<file path="src/rtl/sdram_rw_arbiter_if.sv">
// Burst port between the arbiter (master) and the avmm_sdram_wrapper (slave).
// Start pulses, address and count go out. Done, beat handshakes and read data come back.
interface sdram_rw_arbiter_if #(
  parameter int SDRAM_DATA_W = 128,
  parameter int ADDR_W       = 32,
  parameter int CNT_W        = 11
);
  logic [ADDR_W-1:0]       rw_addr;
  logic [CNT_W-1:0]        rw_cnt;
  logic                    read_start;
  logic                    write_start;
  logic                    rw_done;
  logic                    read_valid;
  logic [SDRAM_DATA_W-1:0] read_data;
  logic                    write_nxt;
  logic [SDRAM_DATA_W-1:0] write_data;

  modport master (
    output rw_addr, rw_cnt, read_start, write_start, write_data,
    input  rw_done, read_valid, read_data, write_nxt
  );

  modport slave (
    input  rw_addr, rw_cnt, read_start, write_start, write_data,
    output rw_done, read_valid, read_data, write_nxt
  );
endinterface

</file>
<file path="src/rtl/sdram_rw_arbiter.sv">
// Round-robin arbiter that serialises whole SDRAM burst transactions from NUM_REQ requesters.
// It routes per-beat handshakes to the current owner and flags beat-count violations.
module sdram_rw_arbiter #(
  parameter int SDRAM_DATA_W = 128,
  parameter int ADDR_W       = 32,
  parameter int CNT_W        = 11,
  parameter int NUM_REQ      = 2
) (
  input  logic                             clk,
  input  logic                             rst_n,
  input  logic [NUM_REQ-1:0]               req_valid,
  input  logic [NUM_REQ-1:0]               req_write,
  input  logic [NUM_REQ*ADDR_W-1:0]        req_addr,
  input  logic [NUM_REQ*CNT_W-1:0]         req_cnt,
  output logic [NUM_REQ-1:0]               req_grant,
  output logic [NUM_REQ-1:0]               req_done,
  output logic [NUM_REQ-1:0]               req_read_valid,
  output logic [SDRAM_DATA_W-1:0]          req_read_data,
  output logic [NUM_REQ-1:0]               req_write_nxt,
  input  logic [NUM_REQ*SDRAM_DATA_W-1:0]  req_write_data,
  sdram_rw_arbiter_if.master               mem,
  output logic                             busy,
  output logic                             err_beats
);

  localparam int OW = (NUM_REQ > 1) ? $clog2(NUM_REQ) : 1;
  typedef logic [OW-1:0] idx_t;
  typedef enum logic [1:0] {IDLE, ISSUE, BUSY} state_t;

  state_t         state;
  idx_t           owner;
  idx_t           last_owner;
  logic           is_write;
  logic [CNT_W:0] beat_cnt;

  logic              found;
  idx_t              pick;
  idx_t              cand;
  logic              sel_write;
  logic [ADDR_W-1:0] sel_addr;
  logic [CNT_W-1:0]  sel_cnt;

  logic           in_busy;
  logic           beat;
  logic [CNT_W:0] beat_total;
  logic           over_beat;
  logic           bad_done;
  logic           stray;
  logic           zero_done;
  logic           burst_end;

  // Scan from last_owner+1 upward; iterating downward lets the nearest candidate win.
  always_comb begin
    found = 1'b0;
    pick  = '0;
    cand  = '0;
    for (int i = NUM_REQ; i >= 1; i--) begin
      cand = idx_t'((int'(last_owner) + i) % NUM_REQ);
      if (req_valid[cand]) begin
        found = 1'b1;
        pick  = cand;
      end
    end
    sel_write = 1'b0;
    sel_addr  = '0;
    sel_cnt   = '0;
    for (int i = 0; i < NUM_REQ; i++) begin
      if (pick == idx_t'(i)) begin
        sel_write = req_write[i];
        sel_addr  = req_addr[i*ADDR_W +: ADDR_W];
        sel_cnt   = req_cnt[i*CNT_W +: CNT_W];
      end
    end
  end

  assign in_busy    = (state == BUSY);
  assign beat       = in_busy && (is_write ? mem.write_nxt : mem.read_valid);
  assign beat_total = beat_cnt + {{CNT_W{1'b0}}, beat};
  assign over_beat  = beat && (beat_cnt >= {1'b0, mem.rw_cnt});
  assign bad_done   = in_busy && mem.rw_done && (beat_total != {1'b0, mem.rw_cnt});
  assign stray      = !in_busy && (mem.read_valid || mem.write_nxt || mem.rw_done);
  assign zero_done  = (state == ISSUE) && (mem.rw_cnt == '0);
  assign burst_end  = zero_done || (in_busy && mem.rw_done);

  // req_grant is one-hot on the owner whenever not IDLE, so it doubles as the routing mask.
  assign req_done       = burst_end ? req_grant : '0;
  assign req_read_valid = (in_busy && mem.read_valid) ? req_grant : '0;
  assign req_write_nxt  = (in_busy && mem.write_nxt) ? req_grant : '0;
  assign req_read_data  = mem.read_data;
  assign busy           = (state != IDLE);

  always_comb begin
    mem.write_data = '0;
    for (int i = 0; i < NUM_REQ; i++) begin
      if (in_busy && req_grant[i]) begin
        mem.write_data = req_write_data[i*SDRAM_DATA_W +: SDRAM_DATA_W];
      end
    end
  end

  always_ff @(posedge clk) begin
    if (!rst_n) begin
      state           <= IDLE;
      owner           <= '0;
      last_owner      <= idx_t'(NUM_REQ - 1);
      is_write        <= 1'b0;
      beat_cnt        <= '0;
      req_grant       <= '0;
      mem.read_start  <= 1'b0;
      mem.write_start <= 1'b0;
      mem.rw_addr     <= '0;
      mem.rw_cnt      <= '0;
      err_beats       <= 1'b0;
    end else begin
      mem.read_start  <= 1'b0;
      mem.write_start <= 1'b0;
      if (over_beat || bad_done || stray) begin
        err_beats <= 1'b1;
      end
      unique case (state)
        IDLE: begin
          if (found) begin
            owner           <= pick;
            is_write        <= sel_write;
            mem.rw_addr     <= sel_addr;
            mem.rw_cnt      <= sel_cnt;
            req_grant       <= NUM_REQ'(1) << pick;
            mem.read_start  <= !sel_write && (sel_cnt != '0);
            mem.write_start <= sel_write && (sel_cnt != '0);
            state           <= ISSUE;
          end
        end
        ISSUE: begin
          beat_cnt <= '0;
          // A zero-length burst still counts as a turn so round-robin keeps rotating.
          if (zero_done) begin
            last_owner <= owner;
            req_grant  <= '0;
            state      <= IDLE;
          end else begin
            state <= BUSY;
          end
        end
        BUSY: begin
          if (beat && (beat_cnt != '1)) begin
            beat_cnt <= beat_total;
          end
          if (mem.rw_done) begin
            last_owner <= owner;
            req_grant  <= '0;
            state      <= IDLE;
          end
        end
        default: state <= IDLE;
      endcase
    end
  end

endmodule

</file>
<file path="src/flat_wrapper.sv">
// flat-port wrapper written by rule: the top's interface ports become plain ports
module sdram_rw_arbiter_flat 
#(
  parameter int SDRAM_DATA_W = 128,
  parameter int ADDR_W       = 32,
  parameter int CNT_W        = 11,
  parameter int NUM_REQ      = 2
)
  (clk, rst_n, req_valid, req_write, req_addr, req_cnt, req_grant, req_done, req_read_valid, req_read_data, req_write_nxt, req_write_data, busy, err_beats, mem_rw_addr, mem_rw_cnt, mem_read_start, mem_write_start, mem_write_data, mem_rw_done, mem_read_valid, mem_read_data, mem_write_nxt);
  sdram_rw_arbiter_if #(.SDRAM_DATA_W(SDRAM_DATA_W), .ADDR_W(ADDR_W), .CNT_W(CNT_W)) mem_i ();
  input  logic clk;
  input  logic rst_n;
  input  logic [NUM_REQ-1:0] req_valid;
  input  logic [NUM_REQ-1:0] req_write;
  input  logic [NUM_REQ*ADDR_W-1:0] req_addr;
  input  logic [NUM_REQ*CNT_W-1:0] req_cnt;
  output logic [NUM_REQ-1:0] req_grant;
  output logic [NUM_REQ-1:0] req_done;
  output logic [NUM_REQ-1:0] req_read_valid;
  output logic [SDRAM_DATA_W-1:0] req_read_data;
  output logic [NUM_REQ-1:0] req_write_nxt;
  input  logic [NUM_REQ*SDRAM_DATA_W-1:0] req_write_data;
  output logic busy;
  output logic err_beats;
  output wire logic [$bits(mem_i.rw_addr)-1:0] mem_rw_addr;
  output wire logic [$bits(mem_i.rw_cnt)-1:0] mem_rw_cnt;
  output wire logic [$bits(mem_i.read_start)-1:0] mem_read_start;
  output wire logic [$bits(mem_i.write_start)-1:0] mem_write_start;
  output wire logic [$bits(mem_i.write_data)-1:0] mem_write_data;
  input wire logic [$bits(mem_i.rw_done)-1:0] mem_rw_done;
  input wire logic [$bits(mem_i.read_valid)-1:0] mem_read_valid;
  input wire logic [$bits(mem_i.read_data)-1:0] mem_read_data;
  input wire logic [$bits(mem_i.write_nxt)-1:0] mem_write_nxt;
  assign mem_rw_addr = mem_i.rw_addr;
  assign mem_rw_cnt = mem_i.rw_cnt;
  assign mem_read_start = mem_i.read_start;
  assign mem_write_start = mem_i.write_start;
  assign mem_write_data = mem_i.write_data;
  assign mem_i.rw_done = mem_rw_done;
  assign mem_i.read_valid = mem_read_valid;
  assign mem_i.read_data = mem_read_data;
  assign mem_i.write_nxt = mem_write_nxt;
  sdram_rw_arbiter #(.SDRAM_DATA_W(SDRAM_DATA_W), .ADDR_W(ADDR_W), .CNT_W(CNT_W), .NUM_REQ(NUM_REQ)) u_core (.clk(clk), .rst_n(rst_n), .req_valid(req_valid), .req_write(req_write), .req_addr(req_addr), .req_cnt(req_cnt), .req_grant(req_grant), .req_done(req_done), .req_read_valid(req_read_valid), .req_read_data(req_read_data), .req_write_nxt(req_write_nxt), .req_write_data(req_write_data), .mem(mem_i), .busy(busy), .err_beats(err_beats));
endmodule
</file>
<file path="config.mk">
export PLATFORM = sky130hd
export DESIGN_NAME = sdram_rw_arbiter_flat
export DESIGN_NICKNAME = d
export VERILOG_FILES = /design/src/rtl/sdram_rw_arbiter_if.sv /design/src/rtl/sdram_rw_arbiter.sv /design/src/flat_wrapper.sv
export SDC_FILE = /design/constraint.sdc
export NUM_CORES = 1
export LEC_CHECK = 0
export CORE_AREA = 3 3 311 313
export DETAILED_ROUTE_END_ITERATION = 16
export DIE_AREA = 0 0 314 316
export RECOVER_POWER = 25
export SYNTH_ARGS = -nofsm -noshare
export SYNTH_HDL_FRONTEND = slang
export SYNTH_SLANG_ARGS = --single-unit
</file>
<file path="constraint.sdc">
create_clock -name clk -period 4.6 [get_ports clk]
set_input_delay 0.92 -clock clk [delete_from_list [all_inputs] [get_ports clk]]
set_output_delay 0.92 -clock clk [all_outputs]
set_load 0.005 [all_outputs]
</file>
==> reports/results.ini <==
[outcome]
status=finished clean

[setup_path]
critPathTopFamily=buffers and inverters
cp.arrival_ps=3100
ff2ff_setup_slack_ps=1390
start_kind=flip-flop
critPathKind=reg2out
cp-end-kind=primary output
required_ps=3680
crit_buf_inv=3
path_cells=inv_1 > ha_1 > nand2_1 > nor2_4 > buf_12 > a22o_1 > clkdlybuf4s50_1
max_stage_delay_ps=600
slowest_stage=clkdlybuf4s50_1
cp_max_fo=43

[final_layout]
drive_gt1_share_pct=5.60
final_cells=2409
nNetsFinal=1617
final_cell_mix=clkdlybuf4s50_1 (533), a22o_1 (128), dfxtp_1 (65), nor2_1 (59)
syn2layout_area_growth_pct=107
final_common_cell=clkdlybuf4s50_1

[cts]
clock_latency_ps=370
path_clk_slew_ps=70
htree_levels=3
cts-hold-fix-buffers=0
cts_buffer_depth=2
cts_resized=0
clock_sinks=65
cts_inserted_buffers=9
cts_root_buffer=clkbuf_16
cts_setup_buffers=0
cts_tree=done

[synthesis]
ys.flop_type=dfxtp_1
syn_avg_cell_area_um2=8.16
ys_types=55
netlist_instances=733
async_flop_share_pct=0
synth_area_leaders=dfxtp_1 (22%), a22o_1 (19%), buf_4 (16%)
synth_area_um2=5980
yosys.area.top_type_share_pct=21.7
yosys.area.top_type=dfxtp_1
synth_edf_count=0
syn_nets=1229
yosys_warnings=0
synth_seq_cells=65
yosysSeqAreaShare_pct=21.7

[floorplan]
die_area_um2=99200
die_w_um=314
num_rows=113
boundaryPins=790
start_util_pct=6.33
core_area_um2=94600
fp.dieH_um=316

[grt]
antenna_found_initial=41
grt_pass1_wl_um=68200
grt_max_degree=61
gr-usage-met1_pct=12.8
grt-busiest-layer=met2
grt_remaining_overflow=0
use_met3_pct=8.06
grt_pass1_vias=7251
grt_usage_pct=10.4
grtUsageMet2_pct=13.8

[power]
p_total_mw=2.46
p_leak_nw=4.20
power.density_nw_per_um2=198
pwr-share-seq_pct=27.8
p_clk_share_pct=31.1
p_sw_share_pct=33.0
vdd_drop_max_uv=206
internal_power_mw=1.65
p_sw_mw=0.809
comb_power_share_pct=41.1

[placed_design]
dpl.hpwl_um=48000
place_ws_ps=618
numPortBuffers=533
dpl.cell_count=2375
place.gp.congestion=0.849

[timing]
period_needed_ps=4020
final_max_slew_viol_count=0
tns_ps=0
rsz0062_at_grt=no
worstMarginPinSlew_ps=995
post-route-worst-setup-slack_ps=579
hold_viol=0
fmax_mhz=249
fin_crit_sh_pct=87.4
fin_skew_ps=14.9
maxSlewHeadroom_pct=33.2
finalSetupViolCount=0

[worst_hold_path]
min_path_type=reg2reg

[job]
drv_cap=0

[drt]
vias=7611
drt_drc_violations_left=0
firstDrtPassIters=4
avgRoutedWirePerCell_um=22.9
viasPerCell=3.16
wl_um=55100
first_iter_violations=416
ant_nets=0

flip-flops by register name, indices dropped and copies added, names as in the netlist:
name	count
u_core.is_write	1
u_core.mem.read_start	1
u_core.state	2
u_core.mem.rw_addr	32
u_core.mem.rw_cnt	11
u_core.err_beats	1
u_core.req_grant	2
u_core.last_owner	1
u_core.beat_cnt	12
u_core.mem.write_start	1
u_core.owner	1
worst min-delay path, stage by stage, from the launching register on:
cell     delay, ps
dfxtp_1        310
o21ai_0         70
a21oi_1         60
worst paths after layout:
path,startpoint,end,depth (start not counted)
worst max register to register,u_core.state[0]$_SDFFE_PN0P_,u_core.err_beats$_SDFFE_PN0P_,11
worst min-delay path,u_core.owner$_SDFFE_PN0P_,u_core.owner$_SDFFE_PN0P_,2
worst min register to register,u_core.owner$_SDFFE_PN0P_,u_core.owner$_SDFFE_PN0P_,2
worst max-delay path,u_core.state[0]$_SDFFE_PN0P_,mem_write_data[81],7
cells in the mapped netlist, types with 3 or more instances:
master,count
nand2_1,12
a211oi_1,46
o21ai_0,17
a22o_1,128
inv_1,19
a21oi_1,25
buf_4,128
nor2b_1,4
and3_1,5
ha_1,17
nand4_1,6
nand2b_1,3
nor4_1,8
nor3_1,5
nor2_1,61
xor2_1,6
nand3_1,12
buf_1,5
buf_2,4
mux2i_1,46
and4_1,3
and2_1,5
xnor2_1,6
clkbuf_1,50
or3_1,5
dfxtp_1,65
power groups by stage:
stage | Combinational (mW) | Clock [mW] | Sequential (mW)
6_report | 1.01 | 0.763 | 0.683
5_1_grt | 1.09 | 0.818 | 0.693
4_1_cts | 1.03 | 0.803 | 0.685
3_5_place_dp | 1.02 | 0 | 0.696
3_3_place_gp | 1.02 | 0 | 0.693
2_1_floorplan | 0.396 | 0 | 0.696
cells by family after synthesis:
kind of cell    Yosys count  share of synthesized area (%)
compound gates          241                           31.4
flops                    65                           21.7
xor+xnor                 12                           1.76
simple gates            143                           12.3
buf+inv                 207                           21.1
mux                      48                           8.07
fa+ha+maj                17                           3.55
layout make-up:
class	count	area, µm²
tap	1265	1580
clock inverter	7	83.8
sequential	65	1300
inverter	20	75.1
antenna	18	45.0
multi-input combinational	461	3450
clock buffer	9	225
fill	10800	82200
timing repair buffer	564	5630
through the flow:
| stage | area (µm²) | hold WS [ps] | utilization [%] |
|---|---|---|---|
| final | 12400 | 489 | 13.1 |
| after global placement | 12000 | 465 | 12.7 |
| after CTS | 12400 | 489 | 13.1 |
| after floorplan | 5980 | 454 | - |
| after global routing | 12400 | 517 | 13.1 |
| after detailed placement | 12000 | 478 | 12.7 |
layer usage:
metal | wire length, µm | part of all wire [%] | vias to the layer above
met2 | 21700 | 39 | 446
met5 | 103 | 0.19 | -
met1 | 23200 | 42 | 3623
met3 | 8700 | 16 | 111
li1 | - | - | 3415
met4 | 1470 | 2.7 | 16
Power figures use the tool's default switching activity.
